===== src/rtl/digit_entry_display.sv =====
// Two-digit decimal entry buffer with active-low seven-segment drive, binary value output
// and a blinking overflow indication.
module digit_entry_display #(
    parameter int unsigned BLINK_TIME = 12500000
) (
    input  logic       clk,
    input  logic       rst_n,
    input  logic       i_DV,
    input  logic [3:0] i_digit,
    input  logic       i_clear,
    output logic [6:0] o_seg_tens,
    output logic [6:0] o_seg_ones,
    output logic [6:0] o_value,
    output logic [1:0] o_count,
    output logic       o_overflow
);

    typedef enum logic [1:0] {StEmpty, StOne, StTwo, StOverflow} state_e;

    localparam logic [23:0] BlinkLast = 24'(BLINK_TIME - 1);
    localparam logic [6:0]  SegBlank  = 7'h7F;

    state_e      state_q;
    logic [3:0]  tens_q, ones_q;
    logic [23:0] blink_cnt_q;
    logic        phase_off_q;
    logic [6:0]  seg_tens_q, seg_ones_q, value_q;

    logic       accept;
    logic       blank_all, blank_tens;
    logic [6:0] tens7, ones7, value_d;

    function automatic logic [6:0] seg_enc(input logic [3:0] d);
        case (d)
            4'd0:    seg_enc = 7'h40;
            4'd1:    seg_enc = 7'h79;
            4'd2:    seg_enc = 7'h24;
            4'd3:    seg_enc = 7'h30;
            4'd4:    seg_enc = 7'h19;
            4'd5:    seg_enc = 7'h12;
            4'd6:    seg_enc = 7'h02;
            4'd7:    seg_enc = 7'h78;
            4'd8:    seg_enc = 7'h00;
            4'd9:    seg_enc = 7'h10;
            default: seg_enc = SegBlank;
        endcase
    endfunction

    always_comb begin
        accept     = i_DV && (i_digit <= 4'd9) && !i_clear;
        blank_all  = (state_q == StEmpty) || ((state_q == StOverflow) && phase_off_q);
        blank_tens = blank_all || (state_q == StOne);
        tens7      = {3'b000, tens_q};
        ones7      = {3'b000, ones_q};
        value_d    = (tens7 << 3) + (tens7 << 1) + ones7;
    end

    always_ff @(posedge clk or negedge rst_n) begin
        if (!rst_n) begin
            state_q     <= StEmpty;
            tens_q      <= 4'd0;
            ones_q      <= 4'd0;
            blink_cnt_q <= 24'd0;
            phase_off_q <= 1'b0;
            seg_tens_q  <= SegBlank;
            seg_ones_q  <= SegBlank;
            value_q     <= 7'd0;
        end else begin
            if (i_clear) begin
                state_q     <= StEmpty;
                tens_q      <= 4'd0;
                ones_q      <= 4'd0;
                blink_cnt_q <= 24'd0;
                phase_off_q <= 1'b0;
            end else if (state_q == StOverflow) begin
                if (blink_cnt_q == BlinkLast) begin
                    blink_cnt_q <= 24'd0;
                    phase_off_q <= ~phase_off_q;
                end else begin
                    blink_cnt_q <= blink_cnt_q + 24'd1;
                end
            end else if (accept) begin
                case (state_q)
                    StEmpty: begin
                        state_q <= StOne;
                        ones_q  <= i_digit;
                    end
                    StOne: begin
                        // A leading zero is replaced rather than shifted into tens
                        if (ones_q != 4'd0) begin
                            state_q <= StTwo;
                            tens_q  <= ones_q;
                        end
                        ones_q <= i_digit;
                    end
                    default: begin
                        state_q     <= StOverflow;
                        blink_cnt_q <= 24'd0;
                        phase_off_q <= 1'b0;
                    end
                endcase
            end
            // Display follows the state one cycle later
            seg_tens_q <= blank_tens ? SegBlank : seg_enc(tens_q);
            seg_ones_q <= blank_all ? SegBlank : seg_enc(ones_q);
            value_q    <= value_d;
        end
    end

    always_comb begin
        case (state_q)
            StEmpty: o_count = 2'd0;
            StOne:   o_count = 2'd1;
            default: o_count = 2'd2;
        endcase
    end

    assign o_overflow = (state_q == StOverflow);
    assign o_seg_tens = seg_tens_q;
    assign o_seg_ones = seg_ones_q;
    assign o_value    = value_q;

endmodule

===== config.mk =====
export PLATFORM = sky130hd
export DESIGN_NAME = digit_entry_display
export DESIGN_NICKNAME = d
export VERILOG_FILES = /design/src/rtl/digit_entry_display.sv
export SDC_FILE = /design/constraint.sdc
export NUM_CORES = 1
export LEC_CHECK = 0
export ABC_AREA = 1
export CAP_MARGIN = 10
export CELL_PAD_IN_SITES_DETAIL_PLACEMENT = 0
export CELL_PAD_IN_SITES_GLOBAL_PLACEMENT = 1
export CORE_ASPECT_RATIO = 2
export CORE_MARGIN = 2
export CORE_UTILIZATION = 40
export DETAILED_ROUTE_END_ITERATION = 8
export PLACE_DENSITY_LB_ADDON = 0.1
export SKIP_CTS_REPAIR_TIMING = 1
export SLEW_MARGIN = 10
export SYNTH_ARGS = -nofsm -noshare
export SYNTH_HDL_FRONTEND = slang
export SYNTH_SLANG_ARGS = --single-unit
export TNS_END_PERCENT = 5

===== constraint.sdc =====
create_clock -name clk -period 3.4 [get_ports clk]
set_clock_uncertainty 0.2 [all_clocks]
set_input_delay 0.34 -clock clk [delete_from_list [all_inputs] [get_ports clk]]
set_output_delay 0.34 -clock clk [all_outputs]
set_load 0.005 [all_outputs]

# After elaboration in Yosys (flattened, before gate mapping)
# Memory sizes are Yosys's and may differ from the RTL's.
# Cells that the tools add are included.
# classes
n_addsub	3
order_cmp	1
n_eq_ne	7
mux	27
bitwise_logic	1
n_reduce_logical	19
# op_table
op	n
two-way mux 24 bit	5
two-way mux 4 bit	9
adder 24 x 1 -> 24 bit (second input constant)	1
equality test 24 bit (second input constant)	1
two-way mux 7 bit	2
AND reduction 3 bit	3
two-way mux 2 bit	4
one-hot mux 2 bit (2 select lines)	2
nonzero test 2 bit	4
adder 7 x 4 -> 7 bit	1
adder 7 x 5 -> 7 bit	1
!= test 3 x 2 -> 1 bit (second input constant)	2
two-way mux 1 bit	5
<= comparator 4 bit (second input constant)	1
AND reduction 4 bit	1
nonzero test 4 bit	1
logical AND 1 bit	3
!= test 3 x 1 -> 1 bit (second input constant)	1
nonzero test 3 bit	1
equality test 2 x 1 -> 1 bit (second input constant)	1
equality test 2 bit (second input constant)	1
logical NOT 2 bit	1
logical OR 1 bit	2
!= test 2 bit (second input constant)	1
4 further kinds	4
# word_totals
reg_bits	56
romBits	224
input_bits	8
output_inout_bits	24
word_cells	68
mem_count	2
# mem_list
name	words	word_bits	read_ports	rd_ports_with_merged_regs	wr	line	text
(name not given)	16	7	1	0	0	34	case (d)
(name not given)	16	7	1	0	0	34	

# Logic depth before layout (Yosys ltp)
# Gate-level depths: netlist of run 1.
# logic_depth
word_depth	6
ltp_mapped	11

# Least setup slack after synthesis of run 1
# Ideal clock, no wire load.
# synth_path
kind	flip-flop to flip-flop
startpoint	register ones_q[3]
endpoint	register value_q[6], in the netlist o_value[6]
setup_ns	0.131
t_arrival_ns	1.818
required_ns	3.069
path_slack_ns	1.251
path_stages_with_launch	8
path_buffers	0
path_cell_list	dfrtp_1 clkinv_1 fa_1 inv_1 fa_1 nand3_1 nand2_1 xor2_1
# synth_via
elab_chain_cells	1
# synth_rtl
element	line	text
from (decl)	24	logic [3:0] tens_q, ones_q;
from (signal assigned)	86	ones_q <= i_digit;
from (signal assigned)	94	ones_q <= i_digit;
adder 7 x 4 -> 7 bit	55	value_d = (tens7 << 3) + (tens7 << 1) + ones7;
named net value_d[6]	31	logic [6:0] tens7, ones7, value_d;
to (signal assigned)	106	value_q <= value_d;
to (decl)	27	logic [6:0] seg_tens_q, seg_ones_q, value_q;
# The timed path passes the listed nets, and every way through them passes these cells.
# A chain may end at the register's enable or synchronous reset.

# Final worst setup path of run 1
# Same ends and word-level chain as after synthesis.

==> results of run 1 <==
## cells in the mapped netlist, drive strengths merged
| library cell | n | area (sq um) |
|---|---|---|
| nand2 | 111 | 429 |
| nor2 | 52 | 213 |
| inv | 49 | 184 |
| dfrtp | 42 | 1050 |
| o21ai | 37 | 189 |
| nand3 | 29 | 150 |
| nand4 | 18 | 113 |
| ha | 17 | 213 |
| dfstp | 14 | 368 |
| a21oi | 7 | 35.0 |
| buf | 5 | 30.0 |
| xor2 | 5 | 43.8 |
| or2 | 4 | 25.0 |
| o21bai | 3 | 22.5 |
| clkbuf | 2 | 7.51 |
| fa | 2 | 40.0 |
| nor3 | 2 | 10.0 |
| o211ai | 2 | 15.0 |
| clkinv | 1 | 3.75 |
| nor3b | 1 | 7.51 |
| o2111ai | 1 | 8.76 |
| o31ai | 1 | 7.51 |
| o41ai | 1 | 8.76 |
## flip-flops by register name, summed over array words and instances (netlist names)
register	cells
o_seg_tens	7
o_value	7
ones_q	4
state_q	2
phase_off_q	1
o_seg_ones	7
blink_cnt_q	24
tens_q	4
## final cells by class
class | count | area share
multi-input cells | 293 | 0.410
flip-flops and latches | 56 | 0.380
repair buffers | 34 | 0.0884
inverters | 50 | 0.0503
clock buffers | 5 | 0.0335
well taps | 96 | 0.0322
clock inverters | 3 | 0.00603
## power by group through the flow
stage          logic (mW)  registers (mW)  clock network (mW)
2_1_floorplan       0.299           0.926                   0
3_3_place_gp        0.614           0.924                   0
3_5_place_dp        0.623           0.927                   0
4_1_cts             0.626           0.915               0.542
5_1_grt             0.696           0.932               0.568
6_report            0.618           0.913               0.523
## how the worst max path moves through the flow
stage               startpoint               to  depth (start not counted)
floorplan            ones_q[3]       o_value[6]                          7
global placement       i_clear      phase_off_q                          9
detailed placement     i_clear  blink_cnt_q[11]                          9
CTS                  ones_q[3]       o_value[6]                          7
global route         ones_q[3]       o_value[6]                          7
finish               ones_q[3]       o_value[6]                          7
## worst reg2reg max path, delay by kind of cell, from the launching register on
kind                     cells  cell delay (ps)
XOR/XNOR                     1              140
adder cells (fa/ha/maj)      2             1030
buffers and inverters        2              340
flip-flops                   1              420
AND/OR/NAND/NOR              2              170
## logic make-up after synthesis
group,count (synthesis)
and+or+nand+nor,217
adders and majority gates,19
xor gates and xnor gates,5
AOI/OAI and AO/OA,52
buffers and inverters,57
DFF,56
## per-layer routing
metal,vias to the layer above,wire (microns)
met5,-,0
met4,0,155
met3,8,282
met2,57,3600
met1,1302,3430
li1,1378,-
## stage by stage
stage	setup slack, ps	util
after floorplan	1250	-
after global placement	986	0.457
after detailed placement	909	0.457
after global routing	842	0.477
final	980	0.477
after CTS	976	0.476
==> metrics, run 1 <==
initial antenna violation count 0; drt total wl 7470 microns; met2 Usage GRT 0.306; Reg2Reg Depth 7; P&R area growth vs syn 17.7%; buffer and inverter count on the worst path 2; fmax 413 MHz; leakage 1.70 nW; Starting Density 0.406; CTS tree done; I/O pins 32; fill count 823; P_int 1.41 mW; post-route insts no fill 537; Worst path top cell family by delay adder cells; Tot GR Track Use 0.191; fin crit period 2420 ps; reg-to-reg slack, setup 980 ps; total number of vias 2745; Comb power frac 0.301; register bit total from synthesis 56; RSZ-0062 raised after global routing no; pin count of the biggest net entering global routing 45; CTS H-Tree Depth 2; clock slew seen by the registers of the worst setup and hold paths 70 ps; share of layout cells above drive strength 1 0.0998; clock root cell clkbuf_16; most frequent cells in the layout nand2_1 (106), nor2_1 (47), inv_1 (46); Mean Syn Cell Area 7.82 sq um; Max VDD drop 0.359 mV; Placeable Area 7830 sq um; post-synthesis xor/xnor area fraction 0.0138; DR WL/cell 13.9 microns; Die Footprint 8710 sq um; worst-margin pin slew 556 ps; Die W 67.0 microns; Pwr Total 2.05 mW; Overflow after GRT 0; mux cell area share after synthesis 0; CP endpoint kind flop; Compound-Gate Fraction of Synth Area 0.0903; gp weighted congestion 0.833; Mapped Cells 406; Cell Area, Synth 3170 sq um; Adder-Cell Fraction of Synth Area 0.0796; vias in the first global route 2709; post-route clock period utilization 0.712; Cell Rows 46; Port Buffers 31; area occupied by multi-input gates 1530 sq um; Post-Place Cells 528; DRT iter0 DRCs 165; Clock Tree Buf Depth 2; Final Cell Area 3730 sq um; syn_nets 433; critical path's largest stage delay 570 ps; DRC violations left 0; die height 130 microns; sequential area share after synthesis 0.447; leading cell type in the layout, fill and taps excluded nand2_1; average vias per placed instance 5.11; global-route wire length before repair 12800 microns; Post-DP HPWL 5590 microns; fin. max-slew vios 0; GR Layer Usage met1 0.261; worst flop-to-flop path startpoint ones_q[3]; final setup vio count 0; power share of the sequential group 0.444; Arrival @ worst endpoint 2390 ps; Critical R2R Capture o_value[6]; Area after DPL 3580 sq um; Sink Count 56; switch share 0.312; CTS Buf Count 5; CP max stage cell fa_1; Clk pwr share 0.255; Distinct cells, synth 32; switching power 0.641 mW; Most Frequent Cell on Critical Path fa_1; status finished, final reports clean; critical path class reg2reg; Final ANT Viol Nets 0; nets 467; HP Class in2async; Final Hold Slack 243 ps; Antenna Cells 0; CP Cell Sequence clkinv_1 -> fa_1 -> inv_1 -> fa_1 -> nand3_1 -> nand2_1 -> xor2_1; Setup TNS 0 ps; First-pass DRT Iterations 5; Worst setup SP type flop; Worst EP required 3370 ps; largest fanout on the critical path 8; largest family of logic cells by synthesized area simple AND/OR/NAND/NOR gates; Final Hold Vio Count 0; Pwr Density 550 nW/um^2; GRT busiest layer met2; maxcap violations 0; clk_lat worst skew 300 ps; Synth Area in Simple Gates 0.298; GRT met3 Usage 0.0233; FF/Latch Area 1420 sq um; relative slew slack 0.629; total of warnings raised by yosys 0
No activity file was read; power rests on OpenSTA's default activity.
==> run 2: changes to the inputs <==
--- a/config.mk
+++ b/config.mk
@@ -11,7 +11,7 @@
 export CELL_PAD_IN_SITES_GLOBAL_PLACEMENT = 1
 export CORE_ASPECT_RATIO = 2
 export CORE_MARGIN = 2
-export CORE_UTILIZATION = 40
+export CORE_UTILIZATION = 38
 export DETAILED_ROUTE_END_ITERATION = 8
 export PLACE_DENSITY_LB_ADDON = 0.1
 export SKIP_CTS_REPAIR_TIMING = 1
==> constraint.sdc (replaced) <==
create_clock -name clk -period 2.2 [get_ports clk]
set_clock_uncertainty 0.2 [all_clocks]
set_input_delay 0.22 -clock clk [delete_from_list [all_inputs] [get_ports clk]]
set_output_delay 0.22 -clock clk [all_outputs]
set_load 0.005 [all_outputs]
==> run 2 against run 1 <==
  * First-iteration DRC count fell by 19%
  * Global-route usage is 1.8 points higher
  * Cell count rose by 3.2%
  * Total power up 66%
  * Critical endpoint unchanged
  * Highest routed layer unchanged
==> metrics, run 2 (synthesis gave the netlist of run 1 again) <==
max FFs per register 24; leading cell type in the layout, fill and taps excluded nand2_1; share of layout cells above drive strength 1 0.132; I/O pins 32; Max VDD drop 0.370 mV; Post-DP HPWL 6560 microns; Pwr Density 876 nW/um^2; initial antenna violation count 0; Die Footprint 9140 sq um; fmax 487 MHz; die height 133 microns; total number of vias 2810; Overflow after GRT 0; Port Buffers 31; post-route clock period utilization 0.934; fin. max-slew vios 0; leakage 1.79 nW; Starting Density 0.388; maxcap violations 0; reg-to-reg slack, setup 150 ps; DRT iter0 DRCs 134; CTS Buf Count 5; gp weighted congestion 0.837; Placeable Area 8170 sq um; DR WL/cell 15.3 microns; Tot GR Track Use 0.208; Cell Rows 47; P&R area growth vs syn 22.9%; Die W 68.6 microns; global-route wire length before repair 14000 microns; DRC violations left 0; largest fanout on the critical path 2; CP Cell Sequence clkinv_1 -> fa_1 -> inv_1 -> fa_2 -> nand3_1 -> nand2_1 -> xor2_1; status finished, final reports clean; CTS H-Tree Depth 2; most frequent cells in the layout nand2_1 (106), nor2_1 (47), inv_1 (46); clk_lat worst skew 300 ps; vias in the first global route 2886; Critical R2R Capture o_value[6]; critical path class reg2reg; worst setup path start ones_q[3]; post-layout util 0.477; Largest Register blink_cnt_q; relative slew slack 0.742; buffer and inverter count on the worst path 2; clock slew seen by the registers of the worst setup and hold paths 80 ps; HP Class in2async; Arrival @ worst endpoint 2040 ps; CP endpoint kind flop; RSZ-0062 raised after global routing no; average vias per placed instance 5.07; critical path's largest stage delay 500 ps; Worst EP required 2190 ps; CTS tree done; clock root cell clkbuf_16; Setup TNS 0 ps; fin crit period 2050 ps; pin count of the biggest net entering global routing 57; nets 482; worst-margin pin slew 383 ps; Reg2Reg Depth 7; Final ANT Viol Nets 0; First-pass DRT Iterations 4; final setup vio count 0; Sink Count 56; fill count 852; Clock Tree Buf Depth 2; Worst path top cell family by delay adder cells; Antenna Cells 0; Stages on worst setup path 7; Final Hold Vio Count 0; drt total wl 8490 microns; worst flop-to-flop path startpoint ones_q[3]; Worst setup SP type flop; CP max stage cell fa_1
[run 2: worst max-delay path by stage]
| stage | end | slack [ps] |
|---|---|---|
| 2_1_floorplan | o_value[6] | 50 |
| 3_3_place_gp | o_value[6] | 110 |
| 3_5_place_dp | o_value[6] | 90 |
| 4_1_cts | o_value[6] | 70 |
| 5_1_grt | o_value[6] | 20 |
| 6_report | o_value[6] | 150 |
[run 2: worst reg2reg max path: cells and delay by family, from the launching register on]
family	cells	cell delay, ps
xor gates and xnor gates	1	140
adders and majority gates	2	900
buffers and inverters	2	200
DFF	1	360
and+or+nand+nor	2	140
[run 2: area by class of cell]
class	instances	area (sq um)	area share
clock buffers	5	125	0.0321
clock inverters	3	46.3	0.0119
inverters	50	188	0.0481
multi-input cells	293	1530	0.393
flip-flops and latches	56	1420	0.364
well taps	98	123	0.0314
repair buffers	49	468	0.120
[run 2: per-stage QoR]
step	worst slack, ps	total power, mW	cell area, sq um	cells	hold WS, ps
5_1_grt	19.0	3.66	3900	554	291
4_1_cts	74.4	3.47	3890	553	-276
2_1_floorplan	51.4	1.89	3170	406	-276
6_report	146	3.42	3900	554	243
3_3_place_gp	112	2.50	3720	545	48.4
3_5_place_dp	85.2	2.52	3720	545	47.9
[run 2: per-layer routing]
| metal | up-vias | GRT usage | part of all wire |
|---|---|---|---|
| li1 | 1410 | - | - |
| met4 | 0 | 0.103 | 0.039 |
| met5 | - | 0 | 0 |
| met2 | 49 | 0.399 | 0.60 |
| met1 | 1328 | 0.202 | 0.34 |
| met3 | 23 | 0.0262 | 0.019 |
[run 2: power by group]
part | internal (mW) | switching [mW] | total, mW
clock | 0.542 | 0.400 | 0.942
combinational | 0.531 | 0.555 | 1.09
sequential | 1.30 | 0.0879 | 1.39
==> run 3: changes to the inputs <==
--- a/config.mk
+++ b/config.mk
@@ -10,7 +10,7 @@
 export CELL_PAD_IN_SITES_DETAIL_PLACEMENT = 0
 export CELL_PAD_IN_SITES_GLOBAL_PLACEMENT = 1
 export CORE_ASPECT_RATIO = 2
-export CORE_MARGIN = 2
+export CORE_MARGIN = 5
 export CORE_UTILIZATION = 38
 export DETAILED_ROUTE_END_ITERATION = 8
 export PLACE_DENSITY_LB_ADDON = 0.1
==> run 3 against run 2 <==
  * Via count about the same
  * Clock power shrank 12%
  * Final area is 1.1% lower
  * Critical path depth unchanged
==> metrics, run 3 (synthesis gave the netlist of run 1 again) <==
Sink Count 56; drt total wl 8400 microns; fin. max-slew vios 0; CP endpoint kind flop; Arrival @ worst endpoint 2020 ps; Tot GR Track Use 0.172; die height 139 microns; worst setup path start tens_q[0]; most frequent cells in the layout nand2_1 (106), nor2_1 (47), inv_1 (46); Starting Density 0.386; GRT met3 Usage 0.0224; post-route clock period utilization 0.924; Antenna Cells 0; critical path's largest stage delay 540 ps; global-route wire length before repair 13600 microns; maxcap violations 0; Post-Place Cells 544; post-route insts no fill 553; Die Footprint 10400 sq um; CTS Buf Count 5; Port Buffers 31; Die W 74.6 microns; status finished, final reports clean; HP Class in2async; fin crit period 2030 ps; total number of vias 2811; Overflow after GRT 0; share of layout cells above drive strength 1 0.127; CTS tree done; I/O pins 32; Most Frequent Cell on Critical Path inv_1; Clock Tree Buf Depth 2; average vias per placed instance 5.08; leading cell type in the layout, fill and taps excluded nand2_1; DRC violations left 0; final setup vio count 0; clk_lat worst skew 300 ps; Setup TNS 0 ps; Pwr Density 846 nW/um^2; critical path class reg2reg; largest fanout on the critical path 4; Reg2Reg Depth 7; worst-margin pin slew 435 ps; reg-to-reg slack, setup 170 ps; clock slew seen by the registers of the worst setup and hold paths 70 ps; Stages on worst setup path 7; Post-DP HPWL 6580 microns; Worst path top cell family by delay adder cells; P&R area growth vs syn 21.6%; buffer and inverter count on the worst path 2; nets 481; Critical R2R Capture o_value[6]; leakage 1.77 nW; CTS H-Tree Depth 2; pin count of the biggest net entering global routing 57; worst flop-to-flop path startpoint tens_q[0]; relative slew slack 0.709; Placeable Area 8230 sq um; GRT busiest layer met2; CP Cell Sequence inv_1 -> fa_1 -> inv_1 -> fa_2 -> nand3_1 -> nand2_1 -> xor2_1; vias in the first global route 2877; fmax 492 MHz; post-layout util 0.469; First-pass DRT Iterations 4; CP max stage cell fa_1; Final ANT Viol Nets 0; Worst setup SP type flop; RSZ-0062 raised after global routing no; Largest Register blink_cnt_q; crit path to o_value[6]; DRT iter0 DRCs 93; max FFs per register 24; Max VDD drop 0.326 mV; gp weighted congestion 0.846; initial antenna violation count 0; Worst EP required 2190 ps; DR WL/cell 15.2 microns; Final Hold Vio Count 0; Cell Rows 47; clock root cell clkbuf_16; met2 Usage GRT 0.338; GR Layer Usage met1 0.155
-- run 3: how the worst min path moves through the flow --
stage / start / to / slack, ps / depth (start not counted)
2_1_floorplan: rst_n / blink_cnt_q[0] / -280 / 0
3_3_place_gp: rst_n / o_value[4] / 50 / 2
3_5_place_dp: rst_n / o_value[5] / 50 / 2
4_1_cts: rst_n / blink_cnt_q[10] / -270 / 2
5_1_grt: rst_n / blink_cnt_q[9] / 300 / 3
6_report: rst_n / blink_cnt_q[5] / 250 / 3
-- run 3: cell type report --
class | count | area, sq um
Fill cell | 854 | 4370
Multi-Input combinational cell | 293 | 1530
Clock buffer | 7 | 143
Timing Repair Buffer | 48 | 448
Tap cell | 98 | 123
Clock inverter | 1 | 7.51
Sequential cell | 56 | 1420
Inverter | 50 | 188
-- run 3: worst register-to-register path, cell delays in order, from the launching register on --
cell     delay (ps)
dfrtp_1         340
inv_1            90
fa_1            540
inv_1            70
fa_2            400
nand3_1          70
nand2_1          60
xor2_1          140
-- run 3: metal layers --
| layer | vias up | wire (microns) | part of all wire |
|---|---|---|---|
| li1 | 1398 | - | - |
| met1 | 1325 | 2710 | 0.32 |
| met2 | 62 | 4950 | 0.59 |
| met3 | 26 | 287 | 0.034 |
| met4 | 0 | 458 | 0.055 |
| met5 | - | 0 | 0 |
-- run 3: stage by stage --
| stage | area (sq um) | hold WS (ps) | setup slack, ps | power, mW |
|---|---|---|---|---|
| after global placement | 3700 | 49.9 | 109 | 2.47 |
| after CTS | 3850 | -272 | 88.5 | 3.33 |
| after detailed placement | 3700 | 47.1 | 102 | 2.49 |
| after floorplan | 3170 | -276 | 51.4 | 1.89 |
| final | 3860 | 247 | 166 | 3.27 |
| after global routing | 3860 | 297 | 36.8 | 3.48 |
-- run 3: report_power, final --
part | internal (mW) | switching, mW | total (mW)
Clock | 0.455 | 0.374 | 0.829
Combinational | 0.505 | 0.545 | 1.05
Sequential | 1.30 | 0.0879 | 1.39
